`src/rtl/con12to8.sv`:
```
// Three-digit BCD to 8-bit binary converter using reverse double-dabble,
// with an offset subtraction and saturating, flagged output.
module con12to8 #(
    parameter logic [7:0] OFFSET = 8'd5
) (
    input  logic        clk,
    input  logic        reset,
    input  logic        start,
    input  logic [11:0] bcdin,
    output logic [7:0]  binout,
    output logic        busy,
    output logic        done,
    output logic        err_digit,
    output logic        ovf,
    output logic        unf
);

    typedef enum logic [1:0] {IDLE, SHIFT, FINISH} state_t;

    typedef struct packed {
        logic [7:0] bin;
        logic       err;
        logic       ovf;
        logic       unf;
    } res_t;

    state_t      state_q;
    logic [3:0]  cnt_q;
    logic [21:0] sreg_q;
    logic [21:0] sreg_d;
    logic        bad_q;
    res_t        res_d;

    // One reverse double-dabble step: shift right, then correct each BCD nibble.
    function automatic logic [21:0] shift_step(input logic [21:0] r);
        logic [21:0] s;
        s = r >> 1;
        if (s[21:18] >= 4'd8) s[21:18] = s[21:18] - 4'd3;
        if (s[17:14] >= 4'd8) s[17:14] = s[17:14] - 4'd3;
        if (s[13:10] >= 4'd8) s[13:10] = s[13:10] - 4'd3;
        return s;
    endfunction

    function automatic logic bad_digit(input logic [11:0] b);
        return (b[11:8] > 4'd9) || (b[7:4] > 4'd9) || (b[3:0] > 4'd9);
    endfunction

    // Offset subtraction with saturation; a bad digit overrides everything.
    function automatic res_t select_result(input logic [9:0] bin, input logic err);
        logic signed [10:0] diff;
        res_t r;
        diff = $signed({1'b0, bin}) - $signed({3'b000, OFFSET});
        r = '0;
        if (err) begin
            r.err = 1'b1;
        end else if (diff < 11'sd0) begin
            r.unf = 1'b1;
        end else if (diff > 11'sd255) begin
            r.bin = 8'hFF;
            r.ovf = 1'b1;
        end else begin
            r.bin = diff[7:0];
        end
        return r;
    endfunction

    always_comb begin
        sreg_d = shift_step(sreg_q);
        res_d  = select_result(sreg_q[9:0], bad_q);
    end

    always_ff @(posedge clk) begin
        if (reset) begin
            state_q   <= IDLE;
            cnt_q     <= 4'd0;
            sreg_q    <= 22'd0;
            bad_q     <= 1'b0;
            binout    <= 8'd0;
            busy      <= 1'b0;
            done      <= 1'b0;
            err_digit <= 1'b0;
            ovf       <= 1'b0;
            unf       <= 1'b0;
        end else begin
            done <= 1'b0;
            case (state_q)
                IDLE: begin
                    if (start) begin
                        sreg_q  <= {bcdin, 10'd0};
                        cnt_q   <= 4'd0;
                        bad_q   <= bad_digit(bcdin);
                        busy    <= 1'b1;
                        state_q <= SHIFT;
                    end
                end
                SHIFT: begin
                    sreg_q <= sreg_d;
                    cnt_q  <= cnt_q + 4'd1;
                    if (cnt_q == 4'd9) state_q <= FINISH;
                end
                FINISH: begin
                    binout    <= res_d.bin;
                    err_digit <= res_d.err;
                    ovf       <= res_d.ovf;
                    unf       <= res_d.unf;
                    done      <= 1'b1;
                    busy      <= 1'b0;
                    state_q   <= IDLE;
                end
                default: state_q <= IDLE;
            endcase
        end
    end

endmodule

```
`config.mk`:
```
export PLATFORM = sky130hd
export DESIGN_NAME = con12to8
export DESIGN_NICKNAME = d
export VERILOG_FILES = /design/src/rtl/con12to8.sv
export SDC_FILE = /design/constraint.sdc
export NUM_CORES = 1
export LEC_CHECK = 0
export CORE_UTILIZATION = 34
export CTS_CLUSTER_DIAMETER = 60
export DETAILED_ROUTE_END_ITERATION = 12
export PLACE_DENSITY = 0.54
export SETUP_SLACK_MARGIN = 0.4
export SLEW_MARGIN = 20
export SYNTH_ARGS = -nofsm -noshare
export SYNTH_HDL_FRONTEND = slang
export SYNTH_SLANG_ARGS = --single-unit
```
`constraint.sdc`:
```
create_clock -name clk -period 6.4 [get_ports clk]
set_input_delay 0.96 -clock clk [delete_from_list [all_inputs] [get_ports clk]]
set_output_delay 0.96 -clock clk [all_outputs]
set_load 0.01 [all_outputs]
```
== Yosys cells after proc, flatten, opt, wreduce, memory -nomap -nowiden ==
Index checks and enable logic that the tools add are counted.

* Register bits: 42
* Logic and storage cells: 58
* Input bits: 15

* Reduce and logical (&&, ||, !) cells: 9
* Add/sub/neg operators: 5
* Order comparisons: 8
* Eq/ne operators: 5
* Muxes and demuxes: 21

{| class="wikitable"
|+ Operator list
! cell !! number
|-
| 22-bit one-hot mux with 2 select lines || 1
|-
| 8-bit 2-to-1 mux || 3
|-
| 22-bit 2-to-1 mux || 1
|-
| 4-bit 2-to-1 mux || 4
|-
| 4-bit greater-than comparator, second input constant || 3
|-
| 11-bit by 9-bit greater-than comparator with 1-bit output, second input constant || 1
|-
| 11-bit by 1-bit < comparator with 1-bit output, second input constant || 1
|-
| 10-bit by 3-bit subtractor with 11-bit output, second input constant || 1
|-
| 4-bit greater-or-equal comparator, second input constant || 2
|-
| 4-bit one-hot mux with 2 select lines || 1
|-
| 2-bit AND reduction || 4
|-
| 4-bit by 2-bit subtractor with 4-bit output, second input constant || 2
|-
| 1-bit 2-to-1 mux || 6
|-
| 2-bit 2-to-1 mux || 3
|-
| 4-bit by 1-bit adder with 4-bit output, second input constant || 1
|-
| 4-bit == test, second input constant || 1
|-
| 3-bit by 4-bit greater-or-equal comparator with 1-bit output, second input constant || 1
|-
| 2-bit != test, second input constant || 2
|-
| 2-bit one-hot mux with 2 select lines || 1
|-
| 2-bit nonzero test || 2
|-
| 3-bit by 2-bit subtractor with 4-bit output, second input constant || 1
|-
| 2-bit by 1-bit == test with 1-bit output, second input constant || 1
|-
| 2-bit == test, second input constant || 1
|-
| 2-bit logical NOT || 1
|-
| other kinds (2) || 3
|}

== Logic depth before layout (Yosys ltp) ==
Gate-level depths: netlist (run 1).

* Depth in word-level cells: 5
* Gate-level depth with buffers: 7

== Worst setup path after synthesis (run 1) ==
No wires, ideal clock.

* Path type: in2reg
* From: input port start
* To: register cnt_q[2]
* Library setup time: 0.128 ns
* Stages: 7
* Arrival: 2.054 ns
* Setup slack: 4.219 ns
* Path buffers: 2
* Cells stage by stage: nor2b_1 > nor2b_1 > clkbuf_1 > clkbuf_1 > a21oi_1 > a21oi_1 > nor2_1

* Cells in the longest elaborated chain, start to end: 2

{| class="wikitable"
|+ Ends and longest elaborated chain
! element !! RTL line !! text
|-
| from (decl) || 8 || <nowiki>input logic start,</nowiki>
|-
| 2-bit != test (no source line) || -- ||
|-
| 2-bit AND reduction (no source line) || -- ||
|-
| to (signal assigned) || 98 || <nowiki>cnt_q <= cnt_q + 4'd1;</nowiki>
|-
| to (decl) || 28 || <nowiki>logic [3:0] cnt_q;</nowiki>
|}

Every way passes these cells.
A chain may end at the register's enable or synchronous reset.

== Worst setup path in the final report (run 1) ==
* From: input port start
* To: register sreg_q[3]

* Cells in the longest elaborated chain, start to end: 2

{| class="wikitable"
|+ Ends and longest elaborated chain
! element !! RTL line !! text
|-
| 2-bit != test (no source line) || -- ||
|-
| 2-bit AND reduction (no source line) || -- ||
|-
| to (signal assigned) || 89 || <nowiki>sreg_q <= {bcdin, 10'd0};</nowiki>
|-
| to (signal assigned) || 97 || <nowiki>sreg_q <= sreg_d;</nowiki>
|-
| to (decl) || 29 || <nowiki>logic [21:0] sreg_q;</nowiki>
|}

Every way passes these cells.

==> results of run 1 <==
[worst reg2reg max path, stage by stage (launching register included)]
cell and delay (ps):
dfxtp_1 480, inv_1 120, ha_1 290, nor4b_1 460, nor3b_2 270, xnor2_1 100
a311oi_2 540, a221o_1 190
[routing by layer]
layer	part of all wire, %	vias to the layer above	wire [µm]
li1	-	884	-
met1	54	793	2420
met2	42	23	1860
met3	2.9	7	131
met4	1.4	0	64
met5	0	-	0
[area by class of cell]
type	instances	area (µm²)
Fill cell	637	3410
Multi-Input combinational cell	167	1150
Sequential cell	42	841
Timing Repair Buffer	29	285
Tap cell	75	93.8
Clock buffer	5	68.8
Clock inverter	3	68.8
Inverter	9	33.8
[cell families after synthesis]
group / after synthesis / share of synthesized area [%]
AOI/OAI and AO/OA: 64 / 24.0
buffers and inverters: 23 / 5.18
xor gates and xnor gates: 10 / 4.16
and+or+nand+nor: 82 / 20.5
adders and majority gates: 8 / 4.76
DFF: 42 / 40.0
muxes: 3 / 1.43
[sequential cells by signal, summed over array words and instances (netlist names)]
register,count
busy,1
err_digit,1
state_q,2
done,1
bad_q,1
binout,8
sreg_q,22
unf,1
ovf,1
cnt_q,4
[worst max path at each step]
| stage | start | slack [ps] | to | depth (start not counted) |
|---|---|---|---|---|
| detailed placement | start | 3390 | sreg_q[3] | 6 |
| finish | start | 3700 | sreg_q[3] | 6 |
| global route | start | 3580 | sreg_q[3] | 6 |
| global placement | start | 3400 | sreg_q[3] | 6 |
| floorplan | start | 4220 | cnt_q[2] | 7 |
| CTS | start | 3690 | sreg_q[3] | 6 |
[placed cells by master, fill, tap and decap left out, types with 4 or more instances in the layout]
cell type and n:
a221oi_1 4, a221o_1 6, o21ai_0 7, nor2_1 30
ha_1 8, a22oi_1 4, xnor2_1 8, dfxtp_1 42
or2_2 4, inv_1 9, clkdlybuf4s50_1 27, nor3_1 5
a211oi_1 6, a22o_1 8, a21oi_1 11, nor2b_1 9
nand2_1 10, nor4_1 4, clkbuf_8 5, nand2b_1 5
[power breakdown]
part           internal [mW]  leakage [nW]  switching (mW)
sequential             0.270         0.341         0.00957
clock                  0.156        0.0683          0.0948
combinational         0.0260         0.562          0.0296
==> out/qor.txt, run 1 <==
status - complete, no violations
# diodes - 0
die area - 6500 µm²
slowest cell on the critical path - nor3_1
PortBufs - 27
WL final - 4480 µm
DPL Wire Length - 3200 µm
critical path arrival - 2940 ps
max-cap violations - 0
relative slew slack - 26.6%
worst slack, placed - 3390 ps
setup ws final - 3700 ps
R2R cell count - 7
CTS Buffer Depth - 2
GR peak layer - met2
Worst-path clk slew - 80 ps
R2R Path Start - sreg_q[0]
syn avg cell area - 9.07 µm²
M2 GR Usage - 22.2%
Final Util - 42.7%
Overflow after GRT - 0
core area - 5960 µm²
met3 usage - 3.07%
Syn. warnings - 0
all-layer global routing usage - 14.9%
Cells on Worst Hold Path - 1
gpl congestion - 0.746
Post-CTS Hold Fix Bufs - 0
worst-margin pin slew - 1090 ps
first-pass GRT wire length - 7490 µm
initial antenna violation count - 0
min Tclk post-route - 2700 ps
crit path max fanout - 19
Root Buffer - clkbuf_8
distinct cell type count of the synthesized netlist - 49
drt pass-1 iters - 4
Placed Cells - 322
crit path cell chain - clkdlybuf4s50_1, nor2b_1, nor2b_1, buf_4, nor3_1, a22o_2
Slew Viols, Final - 0
number of global-route vias before repair - 1579
max frequency - 370 MHz
row count - 28
Synth Net Count - 255
cell area after layout - 2540 µm²
H-tree depth - 2
Setup crit end kind - flip-flop
skew final - 9.52 ps
Post-CTS Resized - 0
Initial DRC Count - 128
hold slack - 455 ps
Die Span X - 80.7 µm
reg2reg end - binout[7]
Initial Util - 35.3%
setup TNS - 0 ps
NumNets Final - 277
ys flop type - dfxtp_1
ys async rst share - 0%
Routed WL per cell - 13.6 µm
ANT nets after route - 0
Layout area overhead - 21.0%
critical path class - input port to flip-flop
Reg2Reg Setup Slack - 3900 ps
Remaining DRCs - 0
top cell type by total area after synthesis - dfxtp_1
CTS tree - yes
#FFs+latches synth - 42
Skew-Pair Late Insertion Delay - 300 ps
leakage - 0.972 nW
Tot Pwr - 586 µW
Area after DPL - 2410 µm²
I/O pin count - 28
worst path bufs/invs - 2
Hold Path Sink - ovf
worst stage delay on the critical path - 850 ps
Synth top cells by count - dfxtp_1, nor2_1, a21oi_1, nand2_1
count leader, synth - dfxtp_1
Setup Fix Bufs, Post-CTS - 0
number of enable flip-flop cells after synthesis - 0
total CTS buffers - 5
unrepaired setup endpoints after global routing - no
post-synth top area share - 40.0%
Min-Delay Path Class - flip-flop to flip-flop
Syn Inst Count - 232
post-route insts no fill - 330
vias per cell - 5.17
hold path start - ovf
WP data required - 6640 ps
met1 Use GR - 21.0%
Most common cell on crit path - nor2b_1
clk sinks - 42
share of cells above drive strength 1 - 9.80%
die extent in y - 80.7 µm
final setup fails - 0
largest net degree at the start of global routing - 27
Top Family by Delay on Critical Path - simple AND/OR/NAND/NOR gates
maximum vdd drop - 0.000144 V
Hold Vio Cnt, Final - 0
sequential area share after synthesis - 40.0%
Area contributors post-synth - dfxtp_1, nor2_1, ha_1, a22o_1, xnor2_1
pwr/cell area - 230 nW/µm²
routed vias - 1707
crit start category - input port
crit share post-route - 42.2%
Mapped Area - 2100 µm²
(Power assumes the default switching activity.)
==> inputs of run 2 (changes only) <==
==> constraint.sdc (replaced) <==
create_clock -name clk -period 2.62 [get_ports clk]
set_input_delay 0.393 -clock clk [delete_from_list [all_inputs] [get_ports clk]]
set_output_delay 0.393 -clock clk [all_outputs]
set_load 0.01 [all_outputs]
==> out/qor.txt, run 2 (same netlist as run 1, synthesis figures left out) <==
Root Buffer - clkbuf_8
hold path start - binout[6]
Slew Viols, Final - 0 (unchanged)
worst stage delay on the critical path - 580 ps (-270 ps)
Combinational Power Share - 11.1% (+1.6 points)
all-layer global routing usage - 15.5% (+0.65 points)
metal3 WL - 175 µm (+34%)
core area - 5960 µm² (unchanged)
unrepaired setup endpoints after global routing - no
skew final - 13.3 ps (+3.76 ps)
Initial DRC Count - 102 (-20%)
setup TNS - 0 ps (unchanged)
max reg flops - 22 (unchanged)
PortBufs - 27 (unchanged)
WL final - 4500 µm (+0.45%)
WP data required - 2810 ps (-3830 ps)
crit share post-route - 80.0%
M1 WL - 2310 µm (-4.5%)
status - complete, no violations
min Tclk post-route - 2100 ps
Setup crit end kind - flip-flop
pwr/cell area - 495 nW/µm² (+110%)
routed vias - 1741 (+2.0%)
drt pass-1 iters - 4 (unchanged)
die area - 6500 µm² (unchanged)
Hold Path Sink - binout[6]
register share of total power - 53.6% (+5.9 points)
Die Span X - 80.7 µm (unchanged)
gpl congestion - 0.748 (+0.25%)
worst-margin pin slew - 679 ps (-413 ps)
CTS Buffer Depth - 2 (unchanged)
switching share of total power - 26.2% (+3.3 points)
first-pass GRT wire length - 7870 µm (+5.2%)
leading cell type in the layout, fill and taps excluded - dfxtp_1
Overflow after GRT - 0 (unchanged)
share of cells above drive strength 1 - 14.3% (+4.5 points)
worst slack, placed - 196 ps (-3190 ps)
CTS tree - yes
crit path max fanout - 8 (-11)
Post-CTS Hold Fix Bufs - 0 (unchanged)
Min-Delay Path Class - flip-flop to flip-flop
critical path class - flip-flop to flip-flop
Routed WL per cell - 13.5 µm (-0.46%)
most frequent cells in the layout - dfxtp_1, nor2_1, clkdlybuf4s50_1
critical path arrival - 2290 ps (-650 ps)
Psw - 333 µW (+150%)
ANT nets after route - 0 (unchanged)
H-tree depth - 2 (unchanged)
Initial Util - 35.3% (unchanged)
final setup fails - 0 (unchanged)
Placed Cells - 324 (+0.62%)
R2R cell count - 6 (-1)
NumNets Final - 280 (+1.1%)
largest net degree at the start of global routing - 22 (-19%)
I/O pin count - 28 (unchanged)
Hold Vio Cnt, Final - 0 (unchanged)
total CTS buffers - 5 (unchanged)
slowest cell on the critical path - or4_4
DPL Wire Length - 3180 µm (-0.48%)
Final Util - 43.1% (+0.36 points)
maximum vdd drop - 0.000356 V (+150%)
clk sinks - 42 (unchanged)
max frequency - 477 MHz
WL met2 - 1960 µm (+5.4%)
largest registers - sreg_q (22), binout (8), cnt_q (4)
vias per cell - 5.23 (+1.1%)
initial antenna violation count - 0 (unchanged)
Skew-Pair Late Insertion Delay - 300 ps (about the same)
die extent in y - 80.7 µm (unchanged)
Clk pwr share - 35.2% (-7.6 points)
Remaining DRCs - 0 (unchanged)
Layout area overhead - 22.0%
crit path cell chain - or4_4, or3_4, o21ai_2, a311oi_2, buf_4, a221o_1
worst path bufs/invs - 1 (-1)
number of global-route vias before repair - 1606 (+1.7%)
# diodes - 0 (unchanged)
setup ws final - 525 ps (-3170 ps)
Cells on Worst Hold Path - 1 (unchanged)
Reg2Reg Setup Slack - 520 ps (-3380 ps)
Pint - 938 µW (+110%)
row count - 28 (unchanged)
R2R Path Start - sreg_q[3]
max-cap violations - 0 (unchanged)
Biggest register - sreg_q
relative slew slack - 54.5% (+28 points)
Top Family by Delay on Critical Path - simple AND/OR/NAND/NOR gates
highest metal used - met4
post-route insts no fill - 333 (+0.91%)
Worst-path clk slew - 90 ps (about the same)
reg2reg end - binout[5]
crit start category - flip-flop
leakage - 0.970 nW (-0.19%)
==> run 2: repair_timing <==
action	4_1_cts	5_1_grt
gates resized for setup	4	6
endpoints found under the hold margin	0	0
endpoints found under the setup margin	8	8
setup buffers	1	0
pin swaps	1	1
==> run 2: power groups by stage <==
| stage | logic [mW] | registers (mW) | clock network [mW] |
|---|---|---|---|
| final | 0.141 | 0.681 | 0.447 |
| after global placement | 0.141 | 0.698 | 0 |
| after detailed placement | 0.141 | 0.698 | 0 |
| after CTS | 0.142 | 0.682 | 0.462 |
| after global routing | 0.161 | 0.685 | 0.492 |
| after floorplan | 0.0935 | 0.691 | 0 |
==> run 2: cell type report <==
| class | instances | area [µm²] |
|---|---|---|
| multi-input combinational | 167 | 1190 |
| fill | 605 | 3390 |
| clock buffer | 6 | 82.6 |
| inverter | 9 | 33.8 |
| timing repair buffer | 32 | 308 |
| tap | 75 | 93.8 |
| clock inverter | 2 | 12.5 |
| sequential | 42 | 848 |
==> run 2: how the worst max path moves through the flow <==
stage	start	to	slack, ps	cells past startpoint
2_1_floorplan	sreg_q[0]	binout[2]	540	7
5_1_grt	sreg_q[0]	binout[3]	400	8
4_1_cts	sreg_q[0]	binout[4]	430	8
3_5_place_dp	sreg_q[0]	binout[7]	200	7
3_3_place_gp	sreg_q[0]	binout[4]	120	7
6_report	sreg_q[3]	binout[5]	520	6
==> run 2: layer usage <==
metal  track usage (%)  vias up
met2              23.1       32
met5                 0        -
met1              22.2      811
met3              3.07        5
li1                  -      893
met4              4.82        0
==> run 2: per-stage QoR <==
step | hold slack [ps] | area (µm²) | power (mW)
floorplan | 437 | 2100 | 0.785
global placement | 437 | 2420 | 0.839
detailed placement | 446 | 2420 | 0.838
CTS | 465 | 2540 | 1.29
global route | 483 | 2570 | 1.34
finish | 460 | 2570 | 1.27
